`src/rtl/xbusarb.sv`:
```
// Two-master data-bus arbiter: controller (m0) vs. DMA burst engine (m1).
// Define XBUSARB_FAIR_EN to insert a controller slot after FAIR_N consecutive DMA beats.
module xbusarb #(
  parameter int DATA_W = 32,
  parameter int ADDR_W = 32,
  parameter int LEN_W  = 8,
  parameter int FAIR_N = 4
) (
  input  logic              clk,
  input  logic              rst,
  input  logic              m0_sel,
  input  logic              m0_we,
  input  logic [ADDR_W-1:0] m0_addr,
  input  logic [DATA_W-1:0] m0_wdata,
  output logic [DATA_W-1:0] m0_rdata,
  output logic              m0_ready,
  input  logic              m1_req,
  input  logic              m1_we,
  input  logic [ADDR_W-1:0] m1_addr,
  input  logic [LEN_W-1:0]  m1_len,
  input  logic [DATA_W-1:0] m1_wdata,
  output logic              m1_beat,
  output logic [DATA_W-1:0] m1_rdata,
  output logic              m1_busy,
  output logic              m1_done,
  output logic              s_sel,
  output logic              s_we,
  output logic [ADDR_W-1:0] s_addr,
  output logic [DATA_W-1:0] s_wdata,
  input  logic [DATA_W-1:0] s_rdata
);

  if (FAIR_N < 1 || LEN_W < 1) begin : g_bad_cfg
    $error("xbusarb: FAIR_N and LEN_W must be at least 1");
  end

  typedef enum logic {IDLE, BURST} state_t;

  state_t             state, state_nxt;
  logic               dir;
  logic [ADDR_W-1:0]  cur_addr;
  logic [LEN_W:0]     beats_left;
  logic               busy, done;
  logic               m0_grant, dma_go, fair_slot, last_beat;

`ifdef XBUSARB_FAIR_EN
  localparam int FAIR_W = $clog2(FAIR_N + 1);
  logic [FAIR_W-1:0] fair_cnt;

  always_comb begin
    fair_slot = (state == BURST) && m0_sel && (fair_cnt == FAIR_W'(FAIR_N));
  end

  // Counts DMA beats that a pending controller access has sat through.
  always_ff @(posedge clk or negedge rst) begin
    if (!rst)                             fair_cnt <= '0;
    else if (state != BURST || !m0_sel)   fair_cnt <= '0;
    else if (fair_slot)                   fair_cnt <= '0;
    else                                  fair_cnt <= fair_cnt + FAIR_W'(1);
  end
`else
  always_comb begin
    fair_slot = 1'b0;
  end
`endif

  always_comb begin
    state_nxt = state;
    m0_grant  = 1'b0;
    dma_go    = 1'b0;
    last_beat = (beats_left == (LEN_W+1)'(1));
    case (state)
      IDLE: begin
        m0_grant = m0_sel;
        if (m1_req) state_nxt = BURST;
      end
      BURST: begin
        if (fair_slot) begin
          m0_grant = m0_sel;
        end else begin
          dma_go = 1'b1;
          if (last_beat) state_nxt = IDLE;
        end
      end
      default: state_nxt = IDLE;
    endcase

    s_sel    = m0_grant | dma_go;
    s_we     = dma_go ? dir      : (m0_grant & m0_we);
    s_addr   = dma_go ? cur_addr : (m0_grant ? m0_addr  : '0);
    s_wdata  = dma_go ? m1_wdata : (m0_grant ? m0_wdata : '0);
    m0_ready = m0_grant;
    m0_rdata = m0_grant ? s_rdata : '0;
    m1_beat  = dma_go;
    m1_rdata = dma_go ? s_rdata : '0;
    m1_busy  = busy;
    m1_done  = done;
  end

  always_ff @(posedge clk or negedge rst) begin
    if (!rst) state <= IDLE;
    else      state <= state_nxt;
  end

  always_ff @(posedge clk or negedge rst) begin
    if (!rst) begin
      dir        <= 1'b0;
      cur_addr   <= '0;
      beats_left <= '0;
      busy       <= 1'b0;
      done       <= 1'b0;
    end else begin
      done <= 1'b0;
      if (state == IDLE && m1_req) begin
        dir        <= m1_we;
        cur_addr   <= m1_addr;
        // A zero length field encodes the full 2^LEN_W beats.
        beats_left <= (m1_len == '0) ? {1'b1, {LEN_W{1'b0}}} : {1'b0, m1_len};
        busy       <= 1'b1;
      end
      if (dma_go) begin
        cur_addr   <= cur_addr + ADDR_W'(1);
        beats_left <= beats_left - (LEN_W+1)'(1);
        if (last_beat) begin
          busy <= 1'b0;
          done <= 1'b1;
        end
      end
    end
  end

endmodule

```
`config.mk`:
```
export PLATFORM = sky130hd
export DESIGN_NAME = xbusarb
export DESIGN_NICKNAME = d
export VERILOG_FILES = /design/src/rtl/xbusarb.sv
export SDC_FILE = /design/constraint.sdc
export NUM_CORES = 1
export LEC_CHECK = 0
export ABC_AREA = 1
export CAP_MARGIN = 25
export CELL_PAD_IN_SITES_DETAIL_PLACEMENT = 2
export CELL_PAD_IN_SITES_GLOBAL_PLACEMENT = 2
export CORE_ASPECT_RATIO = 1.1
export CORE_MARGIN = 3
export CORE_UTILIZATION = 17
export DETAILED_ROUTE_END_ITERATION = 10
export MAX_ROUTING_LAYER = met4
export PLACE_DENSITY_LB_ADDON = 0.1
export SYNTH_ARGS = -nofsm -noshare
export SYNTH_HDL_FRONTEND = slang
export SYNTH_SLANG_ARGS = --single-unit
```
`constraint.sdc`:
```
create_clock -name clk -period 4.3 [get_ports clk]
set_input_delay 1.075 -clock clk [delete_from_list [all_inputs] [get_ports clk]]
set_output_delay 1.075 -clock clk [all_outputs]
set_load 0.1 [all_outputs]
```
==> results.json <==
{
  "nNetsFinal": 1221,
  "p_sw_frac": 0.590,
  "critPathBufInv": 4,
  "grt_pass1_wl_um": 39400,
  "ioPinCount": 308,
  "crit_required_ns": 3.22,
  "dp_worst_setup_slack_ns": 0.629,
  "power_mw": 5.20,
  "wl_per_cell_um": 18.7,
  "grt_pass1_vias": 6484,
  "clockRootBuffer": "clkbuf_16",
  "synth_top_cell_area_share": 0.256,
  "grt_usage": 0.189,
  "antenna_found_initial": 0,
  "hold_viol": 0,
  "crit_slowest_cell": "clkdlybuf4s50_1",
  "cts_setup_buffers": 0,
  "cts_made_buffers": 5,
  "status": "finished, final reports clean",
  "synth_nets": 931,
  "drtAntennaViolNets": 0,
  "final_util": 0.349,
  "initial_utilization": 0.173,
  "layout.cells.non_filler": 1391,
  "critPathLaunch": "m0_sel",
  "design.core.area_sq_um": 25300,
  "cellPowerDensity_nw_per_um2": 588,
  "cts_tree": "built",
  "cts_sinks": 45,
  "hold_class": "reg2reg",
  "dr.pass1.iters": 4,
  "grt-ovfl-total": 0,
  "drv_slew": 0,
  "worst_pin_slew_ns": 1.03,
  "io_buffers": 307,
  "worst_path_largest_cell_delay_ns": 0.45,
  "p_comb_frac": 0.752,
  "dieArea_sq_um": 27800,
  "synthDistinctLibCells": 31,
  "syn_area_sq_um": 4390,
  "crit_arrival_ns": 2.57,
  "slew_headroom": 0.314,
  "placed_area_sq_um": 8710,
  "ys_ff_latch": 45,
  "place.gp.congestion": 0.788,
  "crit_path_cell_trace": "clkdlybuf4s50_1 > inv_1 > nor2_4 > buf_4 > nand2_1 > o21ai_0 > buf_12",
  "synth_cells": 754,
  "p_seq_frac": 0.171,
  "finClkSkew_ns": 0.0105,
  "path_max_fanout": 23,
  "holdWs_ns": 0.491,
  "worst_setup_path_start_kind": "input port",
  "clockBufferDepth": 2,
  "dp_hpwl_um": 21900,
  "postSynthAreaPerCell_sq_um": 5.82,
  "intPower_mw": 2.13,
  "drc": 0,
  "worst_slack_ns": 0.655,
  "fillers": 2961,
  "crit_type": "in2out",
  "avgViaCountPerCell": 4.27,
  "p_leak_nw": 4.17,
  "die_y_um": 175,
  "finalSetupViolations": 0,
  "endpoint_kind": "output pin",
  "worst_path_dominant_cell_family": "buffers and inverters",
  "cts_resized": 0,
  "synth_xor_area_frac": 0.0259,
  "layout-drive-gt1-share": 0.165,
  "synthMuxAreaShare": 0,
  "hp-start": "dir$_DFFE_PN0P_",
  "min_period_over_period": 0.848,
  "placedCellCount": 1383,
  "ctsHoldBuffers": 0,
  "syn_to_final_growth_pct": 101,
  "drt_wl_total_um": 26000,
  "switchingPower_mw": 3.07,
  "cts_max_level": 2,
  "yosysWarnings": 0,
  "yosys.area_share.adder": 0.00855,
  "grt_max_degree": 50,
  "row_count": 61,
  "synth_top_family_by_area": "simple AND/OR/NAND/NOR gates",
  "vias": 5939,
  "pwr-share-clk": 0.077,
  "clk_pin_slew_worst_paths_ns": 0.06,
  "fp.dieW_um": 159,
  "synth_compound_area_frac": 0.163,
  "yosys.area_share.simple": 0.384,
  "yosysSeqAreaShare": 0.256,
  "reg2reg_from": "state$_DFF_PN0_",
  "n_antenna_cell": 0,
  "yosys.area.top_type": "dfrtp_1",
  "fmax_mhz": 274,
  "rsz0062_at_grt": "no",
  "final_cell_area_sq_um": 8850,
  "yosys-top-cells-area": "dfrtp_1 (26%), nand2_1 (23%), inv_1 (12%)",
  "clkLatencyLatePin_ns": 0.30,
  "finalCriticalPeriod_ns": 3.65,
  "cap_violations": 0,
  "drt_iter0_drc": 201,
  "vdd_ir_drop_max_uv": 220,
  "tns_ns": 0
}
==> power groups by stage <==
stage                     sequential [mW]  combinational [mW]  clock [mW]
after CTS                           0.901                3.96       0.417
after global placement              0.902                3.91           0
after global routing                0.936                4.15       0.427
after floorplan                     0.844                2.49           0
after detailed placement            0.907                3.95           0
final                               0.891                3.91       0.398
==> worst paths after layout <==
path                                                  to  slack [ns]  cells past startpoint
worst max-delay path                           s_addr[7]        0.65                      7
max in group asynchronous        cur_addr[2]$_DFFE_PN0P_        2.74                      2
worst max register to register  cur_addr[22]$_DFFE_PN0P_        1.91                      7
min in group asynchronous       cur_addr[31]$_DFFE_PN0P_        0.82                      1
worst min register to register           dir$_DFFE_PN0P_        0.49                      2
worst min-delay path                     dir$_DFFE_PN0P_        0.49                      2
==> layout by cell type (no fill, tap or decap), types with 3 or more instances in the layout <==
master,netlist,final
inv_1,144,144
nor3_1,3,3
dfrtp_1,45,44
a22oi_1,3,3
nor2_4,8,9
xor2_1,11,11
clkbuf_16,0,5
nor2_1,83,83
o21ai_1,0,4
nor2_2,5,4
a22o_1,34,34
clkdlybuf4s50_1,0,174
nand2_2,5,5
o21ai_0,60,56
ha_1,3,3
o221ai_1,3,3
nand3_1,32,32
o211ai_1,6,6
buf_4,3,41
nand2_1,264,264
buf_12,0,99
==> cell usage after synthesis (all sizes together) <==
master    n
clkbuf    9
nand3    32
ha        3
o22ai     1
dfrtp    45
o211ai    6
nor3      3
inv     146
a22o     34
xnor2     2
nand4     2
o21ai    60
xor2     11
buf      23
o221ai    3
o21bai    1
a21oi     2
nand2   271
a22oi     3
nor2     97
==> registers in the layout, summed over array words and instances, names as in the netlist <==
register and flops:
state 1, dir 1, m1_busy 1, cur_addr 32
m1_done 1, beats_left 9
==> final cells by class <==
cell class	count	area (sq um)	area share
clock buffers	6	129	0.0146
clock inverters	2	10.0	0.00113
inverters	146	551	0.0622
multi-input cells	531	2560	0.289
flip-flops and latches	45	1130	0.128
well taps	346	433	0.0489
repair buffers	315	4040	0.456
==> kinds of logic (layout without fill, tap and decap cells) <==
group	count (synthesis)	count (layout)
AND/OR/NAND/NOR	405	405
buffers and inverters	178	469
XOR/XNOR	13	13
flip-flops	45	45
AO/OA/AOI/OAI	110	110
adder cells (fa/ha/maj)	3	3
==> worst reg2reg max path, stage by stage (launching register included) <==
cell	delay, ns
dfrtp_4	0.73
inv_4	0.46
nand2_4	0.18
inv_2	0.59
nand2_1	0.11
o21ai_0	0.14
inv_1	0.07
nand2_1	0.06
==> metal layers <==
| metal | part of all wire | global-route usage | routed length (um) |
|---|---|---|---|
| met3 | 0.055 | 0.0439 | 1430 |
| met2 | 0.52 | 0.339 | 13500 |
| met5 | 0 | - | 0 |
| met1 | 0.41 | 0.218 | 10700 |
| met4 | 0.011 | 0.0299 | 280 |
Note: power is estimated with default switching activity, not from simulation.
